<file path="src/rtl/br_adj_pkg.sv">
// br_adj_pkg: shared FSM states and BMP header layout for the brightness adjuster
package br_adj_pkg;
  typedef enum logic [2:0] {IDLE, HEADER, PIXEL, DONE, ERR} state_t;
  localparam int FS_IDX = 2;
  localparam int OFF_IDX = 10;
  localparam int W_IDX = 18;
  localparam int H_IDX = 22;
  localparam int HDR_MIN_BYTES = 26;
  localparam int PIX_W = 8;
endpackage

</file>
<file path="src/rtl/br_sat_add.sv">
// br_sat_add: unsigned pixel adder that clamps at full scale instead of wrapping
module br_sat_add
  import br_adj_pkg::*;
(
  input  logic [PIX_W-1:0] a,
  input  logic [PIX_W-1:0] b,
  output logic [PIX_W-1:0] y
);
  logic [PIX_W:0] sum;
  assign sum = {1'b0, a} + {1'b0, b};
  assign y = sum[PIX_W] ? '1 : sum[PIX_W-1:0];
endmodule

</file>
<file path="src/rtl/bmp_br_adj_ctrl.sv">
// bmp_br_adj_ctrl: streams a BMP file through, capturing header fields and brightening pixels
module bmp_br_adj_ctrl #(
  parameter int MAX_FILE_BYTES = 500001,
  parameter int HDR_MIN_BYTES = br_adj_pkg::HDR_MIN_BYTES
) (
  input  logic        clk,
  input  logic        rst,
  input  logic        start,
  input  logic [7:0]  br_offset,
  input  logic [7:0]  s_data,
  input  logic        s_valid,
  output logic        s_ready,
  output logic [7:0]  m_data,
  output logic        m_valid,
  input  logic        m_ready,
  output logic        busy,
  output logic        done,
  output logic        hdr_err,
  output logic [31:0] bmp_width,
  output logic [31:0] bmp_height,
  output logic [31:0] data_offset,
  output logic [31:0] file_size
);
  import br_adj_pkg::*;
  state_t state;
  logic [31:0] idx;
  logic [31:0] off_n;
  logic [7:0] br_q;
  logic [7:0] sat;
  logic in_x;
  logic hdr_bad;
  function automatic logic in_fld(logic [31:0] i, int base);
    return i >= 32'(base) && i < 32'(base + 4);
  endfunction
  function automatic logic [4:0] lane(logic [31:0] i, int base);
    return {2'(i - 32'(base)), 3'b000};
  endfunction
  br_sat_add u_add (.a(s_data), .b(br_q), .y(sat));
  assign busy = state == HEADER || state == PIXEL;
  assign s_ready = busy && (!m_valid || m_ready);
  assign in_x = s_valid && s_ready;
  // data_offset is only complete once its top byte (idx 13) arrives, so check against the incoming byte
  assign off_n = {s_data, data_offset[23:0]};
  assign hdr_bad = off_n < 32'(HDR_MIN_BYTES) || file_size <= off_n ||
                   file_size > 32'(MAX_FILE_BYTES);
  always_ff @(posedge clk) begin
    if (rst) begin
      state <= IDLE;
      idx <= '0;
      br_q <= '0;
      m_valid <= 1'b0;
      m_data <= '0;
      done <= 1'b0;
      hdr_err <= 1'b0;
      file_size <= '0;
      data_offset <= '0;
      bmp_width <= '0;
      bmp_height <= '0;
    end else begin
      done <= 1'b0;
      if (in_x) begin
        m_data <= state == PIXEL ? sat : s_data;
        m_valid <= 1'b1;
        idx <= idx + 32'd1;
      end else if (m_ready) begin
        m_valid <= 1'b0;
      end
      case (state)
        IDLE, ERR: if (start) begin
          state <= HEADER;
          idx <= '0;
          hdr_err <= 1'b0;
          br_q <= br_offset;
          file_size <= '0;
          data_offset <= '0;
          bmp_width <= '0;
          bmp_height <= '0;
        end
        HEADER: if (in_x) begin
          if (in_fld(idx, FS_IDX)) file_size[lane(idx, FS_IDX) +: 8] <= s_data;
          if (in_fld(idx, OFF_IDX)) data_offset[lane(idx, OFF_IDX) +: 8] <= s_data;
          if (in_fld(idx, W_IDX)) bmp_width[lane(idx, W_IDX) +: 8] <= s_data;
          if (in_fld(idx, H_IDX)) bmp_height[lane(idx, H_IDX) +: 8] <= s_data;
          if (idx == 32'(OFF_IDX + 3) && hdr_bad) begin
            state <= ERR;
            hdr_err <= 1'b1;
          end else if (idx >= 32'(H_IDX + 3) && idx == data_offset - 32'd1) begin
            state <= PIXEL;
          end
        end
        PIXEL: if (in_x && idx == file_size - 32'd1) begin
          state <= DONE;
          done <= 1'b1;
        end
        DONE: state <= IDLE;
        default: state <= IDLE;
      endcase
    end
  end
endmodule

</file>
<file path="config.mk">
export PLATFORM = sky130hd
export DESIGN_NAME = bmp_br_adj_ctrl
export DESIGN_NICKNAME = d
export VERILOG_FILES = /design/src/rtl/br_adj_pkg.sv /design/src/rtl/br_sat_add.sv /design/src/rtl/bmp_br_adj_ctrl.sv
export SDC_FILE = /design/constraint.sdc
export NUM_CORES = 1
export LEC_CHECK = 0
export BUFFER_PORTS_ARGS = -buffer_cell sky130_fd_sc_hd__buf_4
export CORE_ASPECT_RATIO = 0.7
export CORE_UTILIZATION = 40
export CTS_CLUSTER_DIAMETER = 150
export CTS_CLUSTER_SIZE = 10
export DETAILED_ROUTE_END_ITERATION = 10
export SKIP_CTS_REPAIR_TIMING = 1
export SLEW_MARGIN = 20
export SYNTH_ARGS = -nofsm -noshare
export SYNTH_HDL_FRONTEND = slang
export SYNTH_SLANG_ARGS = --single-unit
export TNS_END_PERCENT = 20
</file>
<file path="constraint.sdc">
create_clock -name clk -period 7.9 [get_ports clk]
set_input_delay 0.79 -clock clk [delete_from_list [all_inputs] [get_ports clk]]
set_output_delay 0.79 -clock clk [all_outputs]
set_load 0.02 [all_outputs]
</file>
[Word-level counts from Yosys, hierarchy flattened]
Cells that the tools add are included.
Word-level totals
  flip-flop bits (word level): 182
  output and inout bits: 141
Operators by class
  shift operators: 8
  add/sub/neg operators: 12
  eq/ne operators: 15
  reductions and logical operators: 26
  multiplexer cells: 35
  order comparisons: 12
  bitwise logic cells: 1
Operators with widths (number)
  $mux 32: 12
  $pmux 32 s2: 4
  $bwmux 32: 4
  $shift 8x7->32 const A: 4
  $shiftx 8x7->32: 4
  $ge 32x5->1 const B: 3
  $lt 32x5->1 const B: 3
  $eq 32x32->1: 2
  $sub 32x1->32 const B: 2
  $add 32x1->32 const B: 1
  $eq 32x4->1 const B: 1
  $ge 32x2->1 const B: 1
  $ge 32x4->1 const B: 1
  $gt 32x19->1 const B: 1
  $le 32x32->1: 1
  $lt 32x3->1 const B: 1
  $lt 32x4->1 const B: 1
  $neg 5->7: 4
  $reduce_and 4->1: 6
  $mux 8: 2
  $mux 3: 5
  $ne 2x1->1 const B: 6
  $add 8x8->9: 1
  $logic_and 1x1->1: 9
  16 further kinds: 30

[Depth between registers and ports, before layout]
Gate-level depths: netlist of run 1.
  word-level depth: 7
  depth in mapped cells: 12

[Modules after synthesis]
From an unflattened synthesis of run 1, not the netlist that was laid out.
Second synthesis, totals
  cell total of the unflattened synthesis: 1325
  area, all modules: 10934.2 µm²
Modules (own cells, without submodules)
  bmp_br_adj_ctrl: times used 1, cells an instance 1277, area each 10543.9 µm²
  br_sat_add: times used 1, cells an instance 48, area each 390.4 µm²

[Worst setup path before layout of run 1]
Ideal clock, no wire load.
  kind: reg-to-reg
  start: register file_size[2]
  end: register state[0]
  slack: 4732 ps
  arrival time: 3049 ps
  path buffers: 0
  cell stages (with the launch flop): 10
  required time: 7781 ps
  clock period less this slack: 3168 ps
  cell sequence: dfxtp_1 > or3_1 > or3_1 > or4_1 > xnor2_1 > nor4_1 > nand4_1 > or4_4 > o2bb2ai_2 > o221a_1
Between the ends
  cells in the longest elaborated chain, start to end: 7
RTL lines
  from (decl): RTL line bmp_br_adj_ctrl.sv:22  | output logic [31:0] file_size
  from (signal, indexed assignment): RTL line bmp_br_adj_ctrl.sv:80  | if (in_fld(idx, FS_IDX)) file_size[lane(idx, FS_IDX) +: 8] <= s_data;
  branches (longest 7 deep; another with $sub 32x1->32)
  to (signal assigned): RTL line bmp_br_adj_ctrl.sv:70  | state <= HEADER;
  to (signal assigned): RTL line bmp_br_adj_ctrl.sv:85  | state <= ERR;
  to (signal assigned): RTL line bmp_br_adj_ctrl.sv:88  | state <= PIXEL;
  to (decl): RTL line bmp_br_adj_ctrl.sv:25  | state_t state;
Several ways; the timed one is not identified. The select of a mux whose other input is x is not followed.
A chain may end at the register's enable or synchronous reset.

[Worst setup path after layout of run 1]
  start: register file_size[0]
  end: register state[0]
Same word-level chain as after synthesis.

==> results of run 1 <==
per-stage QoR:
stage	hold slack (ns)	instance area (um^2)	instances	utilization [%]	worst slack, ns
floorplan	0.440	10700	1311	-	4.73
global placement	0.445	12200	1765	46.7	4.05
detailed placement	0.451	12200	1765	46.7	4.07
CTS	0.463	12700	1796	48.8	4.06
global route	0.490	12700	1796	48.8	3.74
finish	0.459	12700	1796	48.8	3.92
sequential cells by signal, indices dropped and copies added (netlist names), 3 cells and up:
register     count
bmp_height      32
data_offset     32
file_size       32
state            3
idx             32
bmp_width       32
br_q             8
m_data           8
worst max path at each step:
stage / to / depth (start not counted)
floorplan: state[0] / 9
detailed placement: state[0] / 11
CTS: state[0] / 11
global placement: state[0] / 11
finish: state[0] / 11
global route: state[1] / 11
layout by cell type (no fill, tap or decap), drive strengths merged, types with 3 or more instances in the layout:
master and count:
a31oi 6, nand4 27, a21oi 83, o221ai 7, o31ai 3, xnor2 62, dfxtp 182, o21ai 59
and4 8, nand2 103, nor4 33, o2111ai 4, nor3 45, nor2b 12, ha 50, clkinv 4
o22ai 4, or4 11, nor4b 4, clkbuf 20, mux2i 101, a211oi 6, nand2b 6, o211ai 7
and3 8, nor2 198, inv 55, nand4b 6, a21o 10, buf 166, a221oi 3, xor2 56
nand3 25, nor3b 4, and2 22, or3 12
critical path: cells and delay by family, from the launching register on:
family                     cells  cell delay, ns
xor gates and xnor gates       1            0.17
adders and majority gates      1            0.27
buffers and inverters          1            0.16
AOI/OAI and AO/OA              3            0.74
DFF                            1            0.45
and+or+nand+nor                5            2.08
cells by family after synthesis:
family | Yosys count
AO/OA/AOI/OAI | 211
XOR/XNOR | 118
adder cells (fa/ha/maj) | 51
buffers and inverters | 119
flip-flops | 182
multiplexers | 102
AND/OR/NAND/NOR | 528
metal layers:
layer | GRT usage [%] | wire, um
met5 | 0 | 0
met4 | 5.59 | 442
met3 | 7.54 | 3690
met2 | 36.8 | 15000
met1 | 43.4 | 19000
power breakdown:
part	internal (mW)	switching (mW)	total, mW
Sequential	0.960	0.0652	1.03
Clock	0.416	0.399	0.815
Combinational	0.332	0.603	0.935
Total	1.71	1.07	2.78
layout make-up:
type	count	area share (%)
Clock inverter	11	0.729
Multi-Input combinational cell	1010	52.2
Inverter	50	1.48
Clock buffer	20	3.52
Timing Repair Buffer	166	9.82
Tap cell	357	3.52
Sequential cell	182	28.7
==> impl_summary.txt, run 1 <==
----------------------------------------------------
[Clocking]
  Clock buffer depth ... 2
  Root buf cell ... sky130_fd_sc_hd__clkbuf_16
  H-tree levels ... 4
  TritonCTS clock tree ... done
  Number of clock sinks ... 182
  Clock transition at the register clock pins on the worst setup and hold paths after CTS ... 0.07 ns
  Later-pin clock latency in the skew report ... 0.45 ns
  TritonCTS buffer count ... 17

[Detailed routing]
  Antenna viol nets, final ... 0
  Routed wire length ... 38100 um
  Number of vias after detailed routing ... 10.3k
  Number of design rule violations left after detail routing ... 0
  DRC marker count from the first detailed-route iteration ... 1132
  Drt via density ... 5.71
  Per-cell routed wire length ... 21.2 um
  DRT Pass-1 Iters ... 5

[Synthesis]
  Post-synthesis sequential area ratio ... 33.9%
  Share of async-settable or async-resettable flops after synthesis ... 0%
  Post-Synthesis Net Count ... 1383
  Most area-hungry cell type in the Yosys netlist ... sky130_fd_sc_hd__dfxtp_1
  Count of cell types in the netlist ... 64
  Area fraction in compound gates after synthesis ... 11.9%
  Count of yosys warnings during synthesis ... 0
  Most frequently used flop master after synthesis ... sky130_fd_sc_hd__dfxtp_1
  Combinational family with the most area after synthesis ... simple AND/OR/NAND/NOR gates
  Parity-gate share of the synthesized area counting xor and xnor cells ... 9.63%
  Proportion of netlist area held by the largest area contributor ... 33.9%
  Number of synthesized flops with an enable pin ... 0
  Most numerous cell in the Yosys netlist ... sky130_fd_sc_hd__nor2_1
  Syn avg cell area ... 8.19 um^2
  Fraction of synthesized area in multiplexers ... 9.63%
  Top cell types by occurrence after synthesis ... sky130_fd_sc_hd__nor2_1 (186), sky130_fd_sc_hd__dfxtp_1 (182), sky130_fd_sc_hd__nand2_1 (103)
  Cell count after synthesis ... 1311
  Share of synthesized cell area in and, or, nand and nor gates ... 24.6%
  Area of the mapped netlist ... 0.0107 mm^2
  Synth Register Bits ... 182
  Adder-Cell Fraction of Synth Area ... 6.01%
  Synth top area cells ... sky130_fd_sc_hd__dfxtp_1 (34%), sky130_fd_sc_hd__mux2i_1 (9.4%), sky130_fd_sc_hd__nor2_1 (6.5%)

[Min path]
  Number of stages on the worst hold path ... 2
  Hold-critical path endpoint ... m_data[7]
  Worst Hold Launch ... m_data[7]
  Hold WC Path Type ... reg -> reg

[Placed design]
  HPWL after DPL ... 28900 um
  Count of port buffers added during placement ... 161
  Final Wtd Congestion ... 1.00

[Global route]
  Pin count of the biggest net entering global routing ... 80
  Wire length of the first global-routing pass ... 57400 um
  Overall global routing resource usage ... 27.7%
  Via count of the first global-routing pass ... 9156
  Aggregate global routing overflow ... 0
  Antenna violations before repair ... 0

[Power and ir drop]
  Maximum vdd drop ... 0.174 mV
  Total power after layout ... 2.78 mW
  Leakage power ... 5.33 nW
  P per Cell Area ... 219 mW/mm^2

[STA]
  Ratio of final minimum period to clock period ... 50.4%
  Achievable frequency ... 0.251 GHz
  Final setup viols ... 0
  Final max-slew violation count ... 0
  Post-layout minimum cycle time ... 3.98 ns
  Unrepaired setup endpoints after global routing ... false
  Slew Limit Headroom ... 25.1%
  Clock tree skew after final layout ... 0.00895 ns
  Final number of hold-violating endpoints ... 0
  Slew at the pin closest to its max-slew limit ... 1.12 ns
  Setup TNS ... 0 ns

[Setup path]
  Flop-to-flop setup slack ... 3.92 ns
  Critical path's largest stage delay ... 0.80 ns
  Crit end category ... flop
  CP Class ... reg -> reg
  Worst R2R Path Depth ... 11
  Largest driver fanout on the critical path ... 10
  Launch point of the critical path ... file_size[0]
  Worst R2R Start ... file_size[0]
  Critical-path top delay cell ... sky130_fd_sc_hd__nor4b_2
  Data arrival at the endpoint of the critical path ... 4.32 ns
  Critical path's most frequent cell ... sky130_fd_sc_hd__nand4_1
  Cell chain of the critical path ... inv_1, ha_1, nor4b_2, nand4_1, nor4_1, xnor2_1, a211oi_1, nand4_1, or4_4, o2bb2ai_2, o221a_1
  Worst r2r dst ... state[0]
  Launching element type of the critical path ... flop
  Endpoint required time on the critical path ... 8.24 ns

[Layout]
  Area occupied by registers ... 0.00364 mm^2
  Share of layout cells above drive strength 1 ... 15.7%
  Number of nets in the layout ... 1499
  Layout filler cell count ... 2592
  Area of the multi-input gates ... 0.00663 mm^2
  Diode insertion count for antenna repair ... 0
  Layout overhead on the synthesized area ... 18.3%

[Die]
  Area enclosed by the die boundary ... 0.0275 mm^2
  Width of the die ... 198 um
  Number of placed I/O pins ... 162
  Core region area ... 0.0260 mm^2
  Floorplan die height ... 139 um
  Effective utilization at floorplan ... 41.3%
  Number of standard-cell rows in the floorplan ... 49

[Flow run]
  Max-Cap Viols ... 0

[Outcome]
  Run status ... completed

----------------------------------------------------
No activity file was read; power rests on OpenSTA's default activity.
==> run 2: changes to the inputs <==
Clock period 7.9 ns to 4 ns, I/O delays scaled along.
==> run 2 against run 1 <==
Compared with the run above: design area grew 2.1%; count of clock-buffer cells in the layout decreased by 2; die area is the same; utilization up 1.0 points; global-route usage up 0.45 points; critical path depth decreased by 2; register-to-register slack got worse by 3.5 ns; final cell count up 1.4%; sequential share of layout area is 0.58 points lower; power increased by 110%; setup slack worse by 3.5 ns; critical path type unchanged; largest cell class unchanged.
==> impl_summary.txt, run 2 (synthesis gave the netlist of run 1 again) <==
----------------------------------------------------
[Die]
  Number of placed I/O pins ... 162 (unchanged)
  Number of standard-cell rows in the floorplan ... 49 (unchanged)
  Floorplan die height ... 139 um (unchanged)
  Width of the die ... 198 um (unchanged)
  Core region area ... 0.0260 mm^2 (unchanged)
  Area enclosed by the die boundary ... 0.0275 mm^2 (unchanged)
  Effective utilization at floorplan ... 41.3% (unchanged)

[Layout]
  Most used cells in the layout excluding fill and tap cells ... sky130_fd_sc_hd__buf_4 (190), sky130_fd_sc_hd__nor2_1 (186), sky130_fd_sc_hd__dfxtp_1 (182)
  Diode insertion count for antenna repair ... 0 (unchanged)
  Share of layout cells above drive strength 1 ... 17.2% (+1.5 points)
  Design Area, Final ... 0.0130 mm^2 (+2.1%)
  Layout overhead on the synthesized area ... 20.7%
  Most common library cell in the layout ignoring fill and taps ... sky130_fd_sc_hd__buf_4
  Number of nets in the layout ... 1523 (+1.6%)

[Clocking]
  Later-pin clock latency in the skew report ... 0.45 ns (about the same)
  TritonCTS clock tree ... done
  TritonCTS buffer count ... 17 (unchanged)
  Number of clock sinks ... 182 (unchanged)
  H-tree levels ... 4 (unchanged)
  Root buf cell ... sky130_fd_sc_hd__clkbuf_16
  Clock transition at the register clock pins on the worst setup and hold paths after CTS ... 0.07 ns (about the same)
  Clock buffer depth ... 2 (unchanged)

[Detailed routing]
  Number of vias after detailed routing ... 10.3k (+0.38%)
  Routed wire length ... 38500 um (+0.99%)
  DRC marker count from the first detailed-route iteration ... 1077 (-4.9%)
  Antenna viol nets, final ... 0 (unchanged)
  Per-cell routed wire length ... 21.1 um (-0.39%)
  Drt via density ... 5.66 (-1.0%)
  DRT Pass-1 Iters ... 5 (unchanged)
  Number of design rule violations left after detail routing ... 0 (unchanged)

[Placed design]
  Final Wtd Congestion ... 0.950 (-5.2%)
  Standard cell area after detailed placement ... 0.0123 mm^2 (+1.5%)
  Count of port buffers added during placement ... 161 (unchanged)
  HPWL after DPL ... 29400 um (+1.6%)

[Setup path]
  Data arrival at the endpoint of the critical path ... 3.94 ns (-0.38 ns)
  Worst R2R Path Depth ... 9 (-2)
  Crit end category ... flop
  Endpoint required time on the critical path ... 4.34 ns (-3.90 ns)
  Largest driver fanout on the critical path ... 4 (-6)
  CP Class ... reg -> reg
  Flop-to-flop setup slack ... 0.40 ns (-3.52 ns)
  Launching element type of the critical path ... flop

[Power and ir drop]
  Maximum vdd drop ... 0.314 mV (+80%)
  P per Cell Area ... 440 mW/mm^2 (+100%)
  Leakage power ... 5.50 nW (+3.2%)

[Global route]
  Pin count of the biggest net entering global routing ... 63 (-21%)
  Wire length of the first global-routing pass ... 58400 um (+1.6%)
  Via count of the first global-routing pass ... 9487 (+3.6%)
  Aggregate global routing overflow ... 0 (unchanged)
  Overall global routing resource usage ... 28.2% (+0.45 points)
  Antenna violations before repair ... 0 (unchanged)

[STA]
  Slew at the pin closest to its max-slew limit ... 1.05 ns (-0.0693 ns)
  Setup TNS ... 0 ns (unchanged)
  Final setup viols ... 0 (unchanged)
  Unrepaired setup endpoints after global routing ... false
  Final max-slew violation count ... 0 (unchanged)
  Ratio of final minimum period to clock period ... 89.9% (+40 points)
  Clock tree skew after final layout ... 0.0121 ns (+0.00317 ns)
  Achievable frequency ... 0.278 GHz (+11%)
  Hold_ws ... 0.191 ns (-0.268 ns)
  Final number of hold-violating endpoints ... 0 (unchanged)
  Post-layout minimum cycle time ... 3.60 ns (-0.382 ns)
  Slew Limit Headroom ... 29.6% (+4.6 points)

[Min path]
  Hold WC Path Type ... in -> reg
  Number of stages on the worst hold path ... 3 (+1)

[Outcome]
  Run status ... completed

[Flow run]
  Max-Cap Viols ... 0 (unchanged)

----------------------------------------------------
run 2: cell types whose count changed in the layout (fill, tap and decap cells not counted), sizes merged:
cell | previous run | this run
bufinv | 0 | 2
clkbuf | 20 | 18
buf | 166 | 190
clkinvlp | 2 | 0
inv | 55 | 58
run 2: stage by stage:
| step | setup WS [ns] | total power, mW | utilization (%) | std cells |
|---|---|---|---|---|
| finish | 0.402 | 5.70 | 49.8 | 1821 |
| CTS | 0.547 | 5.70 | 49.8 | 1821 |
| global placement | 0.553 | 3.89 | 47.4 | 1789 |
| global route | 0.253 | 5.96 | 49.8 | 1821 |
| detailed placement | 0.591 | 3.89 | 47.4 | 1789 |
| floorplan | 0.832 | 3.31 | - | 1311 |
run 2: metal layers:
metal	wire length (um)	up-vias	share of wire, %	track usage [%]
met5	0	-	0	0
li1	-	4883	-	-
met4	858	0	2.2	8.49
met2	15000	490	39	37.1
met1	18600	4869	48	42.6
met3	4080	58	11	8.80
run 2: area by class of cell:
type	instances	area (um^2)
clock inverters	14	185
inverters	50	188
fillers	2587	13000
flip-flops and latches	182	3640
multi-input cells	1010	6630
well taps	357	447
repair buffers	190	1430
clock buffers	18	439
run 2: power breakdown:
group	switching, mW	leakage [nW]	internal (mW)
Clock	0.839	0.308	0.974
Combinational	1.20	3.72	0.687
Sequential	0.104	1.47	1.90
Total	2.14	5.50	3.56
run 2: final timing paths:
kind	start	endpoint
min reg2reg	m_data[0]	m_data[0]
max reg2reg	data_offset[10]	state[0]
min	br_offset[5]	br_q[5]
max	data_offset[10]	state[0]
run 2: critical path, cell delays in order (launching register included):
cell                        delay, ns
sky130_fd_sc_hd__dfxtp_1         0.31
sky130_fd_sc_hd__nor3_1          0.82
sky130_fd_sc_hd__nand4b_1        0.45
sky130_fd_sc_hd__nor4b_1         0.58
sky130_fd_sc_hd__mux2i_1         0.26
sky130_fd_sc_hd__nor4_1          0.36
sky130_fd_sc_hd__nand3_1         0.17
sky130_fd_sc_hd__nor4_4          0.22
sky130_fd_sc_hd__o2bb2ai_2       0.10
sky130_fd_sc_hd__o221a_1         0.22
==> run 3: changes to the inputs <==
Settings changed: ABC_AREA from default to 1, CORE_UTILIZATION 40 to 59, PLACE_DENSITY from default to 0.82.
==> run 3 against run 2 <==
Compared with the run above: routed wire length is 13% higher; maximum frequency is 12% higher; design area is 6.9% higher; synthesized cell count is 42% higher; clock power is 3% higher; critical path depth is 3 higher; die area is 25% lower; first-iteration DRC count is 83% higher; highest routed layer unchanged.
==> impl_summary.txt, run 3 <==
----------------------------------------------------
[Outcome]
  Run status ... completed

[Clocking]
  Later-pin clock latency in the skew report ... 0.46 ns (about the same)
  TritonCTS buffer count ... 17 (unchanged)
  TritonCTS clock tree ... done
  Clock transition at the register clock pins on the worst setup and hold paths after CTS ... 0.07 ns (about the same)
  Number of clock sinks ... 182 (unchanged)
  H-tree levels ... 4 (unchanged)
  Clock buffer depth ... 2 (unchanged)
  Root buf cell ... sky130_fd_sc_hd__clkbuf_16

[Layout]
  Diode insertion count for antenna repair ... 0 (unchanged)
  Share of layout cells above drive strength 1 ... 12.3% (-4.9 points)
  Area of the multi-input gates ... 0.00705 mm^2 (+6.3%)
  Number of nets in the layout ... 2060 (+35%)
  Layout overhead on the synthesized area ... 16.4%
  Area occupied by registers ... 0.00364 mm^2 (unchanged)
  Final cell count without fillers ... 2271 (+25%)
  Layout filler cell count ... 1803 (-30%)
  Most used cells in the layout excluding fill and tap cells ... sky130_fd_sc_hd__nand2_1 (363), sky130_fd_sc_hd__nor2_1 (303), sky130_fd_sc_hd__inv_1 (231)
  Most common library cell in the layout ignoring fill and taps ... sky130_fd_sc_hd__nand2_1

[Placed design]
  Final Wtd Congestion ... 1.03 (+8.8%)
  Count of port buffers added during placement ... 161 (unchanged)
  Total instance count after detailed placement ... 2239 (+25%)
  HPWL after DPL ... 33600 um (+14%)

[Detailed routing]
  Antenna viol nets, final ... 0 (unchanged)
  Per-cell routed wire length ... 19.2 um (-9.0%)
  DRC marker count from the first detailed-route iteration ... 1972 (+83%)
  Routed wire length ... 43700 um (+13%)
  Drt via density ... 5.90 (+4.4%)
  DRT Pass-1 Iters ... 6 (+1)
  Number of vias after detailed routing ... 13.4k (+30%)
  Number of design rule violations left after detail routing ... 0 (unchanged)

[Synthesis]
  Most frequently used flop master after synthesis ... sky130_fd_sc_hd__dfxtp_1
  Proportion of netlist area held by the largest area contributor ... 30.6% (-3.3 points)
  Share of async-settable or async-resettable flops after synthesis ... 0% (unchanged)
  Cell count after synthesis ... 1862 (+42%)
  Number of synthesized flops with an enable pin ... 0 (unchanged)
  Syn avg cell area ... 6.39 um^2 (-22%)
  Most area-hungry cell type in the Yosys netlist ... sky130_fd_sc_hd__dfxtp_1
  Count of yosys warnings during synthesis ... 0 (unchanged)
  Area of the mapped netlist ... 0.0119 mm^2 (+11%)
  Top cell types by occurrence after synthesis ... sky130_fd_sc_hd__nand2_1 (363), sky130_fd_sc_hd__nor2_1 (303), sky130_fd_sc_hd__inv_1 (232)
  Synth top area cells ... sky130_fd_sc_hd__dfxtp_1 (31%), sky130_fd_sc_hd__nand2_1 (11%), sky130_fd_sc_hd__nor2_1 (9.6%)
  Count of cell types in the netlist ... 46 (-28%)
  Most numerous cell in the Yosys netlist ... sky130_fd_sc_hd__nand2_1
  Post-synthesis sequential area ratio ... 30.6% (-3.3 points)
  Synth Register Bits ... 182 (unchanged)
  Post-Synthesis Net Count ... 1934 (+40%)

[STA]
  Hold_ws ... 0.196 ns (+0.00428 ns)
  Slew Limit Headroom ... 35.6% (+6.0 points)
  Final max-slew violation count ... 0 (unchanged)
  Ratio of final minimum period to clock period ... 80.0% (-10 points)
  Achievable frequency ... 0.313 GHz (+12%)
  Final setup viols ... 0 (unchanged)
  Clock tree skew after final layout ... 0.0126 ns (+0.000488 ns)
  Final number of hold-violating endpoints ... 0 (unchanged)
  Unrepaired setup endpoints after global routing ... false
  Setup TNS ... 0 ns (unchanged)
  Slew at the pin closest to its max-slew limit ... 0.958 ns (-0.0925 ns)
  Post-layout minimum cycle time ... 3.20 ns (-0.399 ns)

[Setup path]
  Largest driver fanout on the critical path ... 28 (+24)
  Crit end category ... flop
  CP Class ... reg -> reg
  Launching element type of the critical path ... flop
  Flop-to-flop setup slack ... 0.80 ns (+0.40 ns)
  Data arrival at the endpoint of the critical path ... 3.54 ns (-0.40 ns)
  Endpoint required time on the critical path ... 4.34 ns (about the same)

[Die]
  Area enclosed by the die boundary ... 0.0208 mm^2 (-25%)
  Width of the die ... 172 um (-13%)
  Number of standard-cell rows in the floorplan ... 43 (-12%)
  Core region area ... 0.0198 mm^2 (-24%)
  Number of placed I/O pins ... 162 (unchanged)
  Floorplan die height ... 121 um (-13%)
  Effective utilization at floorplan ... 60.1% (+19 points)

[Power and ir drop]
  Maximum vdd drop ... 0.428 mV (+36%)
  Internal ... 5.74 mW (+61%)
  Share of power burned in registers ... 25.0% (-10 points)
  Proportion of total power due to net switching ... 53.2% (+16 points)
  Logic pwr share ... 59.7% (+27 points)
  Clock share of power ... 15.2% (-17 points)
  Leakage power ... 6.49 nW (+18%)
  P_sw ... 6.53 mW (+200%)
  P per Cell Area ... 885 mW/mm^2 (+100%)

[Global route]
  Pin count of the biggest net entering global routing ... 113 (+79%)
  Aggregate global routing overflow ... 0 (unchanged)
  Via count of the first global-routing pass ... 11.6k (+22%)
  Antenna violations before repair ... 0 (unchanged)
  Wire length of the first global-routing pass ... 65700 um (+13%)
  Overall global routing resource usage ... 42.1% (+14 points)

[Flow run]
  Max-Cap Viols ... 0 (unchanged)

[Min path]
  Hold WC Path Type ... in -> reg

----------------------------------------------------
-- run 3: cell count changes in the layout (fill, tap and decap cells not counted), moves of 38 or more --
cell	change
sky130_fd_sc_hd__nand2_1	+260
sky130_fd_sc_hd__inv_1	+181
sky130_fd_sc_hd__nor2_1	+117
sky130_fd_sc_hd__mux2i_1	-101
sky130_fd_sc_hd__nand3_1	+92
sky130_fd_sc_hd__o21ai_0	+73
sky130_fd_sc_hd__a21oi_1	+67
sky130_fd_sc_hd__xnor2_1	-38
-- run 3: cell families (layout without fill, tap and decap cells) --
group                    Yosys count  after routing  synth area share, %
flip-flops                       182            182                 30.6
AO/OA/AOI/OAI                    310            310                 13.6
buffers and inverters            304            443                 10.2
XOR/XNOR                          81             81                 5.96
AND/OR/NAND/NOR                  934            934                 34.2
adder cells (fa/ha/maj)           51             51                 5.42
-- run 3: power groups by stage --
stage          clock network (mW)  logic, mW  registers (mW)
2_1_floorplan                   0       4.44            3.29
3_3_place_gp                    0       6.90            3.05
3_5_place_dp                    0       7.01            3.05
4_1_cts                      1.86       7.07            3.01
5_1_grt                      1.94       7.99            3.09
6_report                     1.87       7.33            3.07
-- run 3: worst paths after layout --
| kind | start | end | cells past startpoint |
|---|---|---|---|
| worst max-delay path | state[1] | data_offset[16] | 12 |
| worst min-delay path | br_offset[0] | br_q[0] | 3 |
| worst max register to register | state[1] | data_offset[16] | 12 |
| worst min register to register | bmp_width[0] | bmp_width[0] | 2 |
-- run 3: area by class of cell --
class,count,share of cell area [%]
flip-flops and latches,182,26.3
clock buffers,20,3.30
inverters,241,6.53
repair buffers,170,9.21
multi-input cells,1376,50.9
well taps,270,2.44
clock inverters,12,1.34
-- run 3: through the flow --
step	setup slack (ns)	util, %	cell area [um^2]	power, mW
floorplan	1.74	-	11900	7.73
global placement	1.03	66.7	13200	9.95
detailed placement	0.942	66.7	13200	10.1
CTS	0.878	70.0	13900	11.9
global route	0.614	70.0	13900	13.0
finish	0.801	70.0	13900	12.3
-- run 3: routing by layer --
layer | up-vias | share of wire (%) | global-route usage, %
li1 | 6261 | - | -
met1 | 6118 | 43 | 62.0
met2 | 926 | 40 | 59.2
met3 | 104 | 14 | 12.2
met4 | 0 | 2.2 | 10.9
met5 | - | 0 | 0
-- run 3: critical path, stage by stage, from the launching register on --
cell and delay (ns):
sky130_fd_sc_hd__dfxtp_1 0.36, sky130_fd_sc_hd__inv_1 0.07, sky130_fd_sc_hd__nand3_2 0.25, sky130_fd_sc_hd__nand2_2 0.12
sky130_fd_sc_hd__nand3_4 0.28, sky130_fd_sc_hd__inv_2 0.19, sky130_fd_sc_hd__o22ai_1 0.20, sky130_fd_sc_hd__a21oi_2 0.05
sky130_fd_sc_hd__buf_4 0.20, sky130_fd_sc_hd__a31oi_4 0.73, sky130_fd_sc_hd__nor2_1 0.29, sky130_fd_sc_hd__o21ai_0 0.26
sky130_fd_sc_hd__nor2_1 0.06
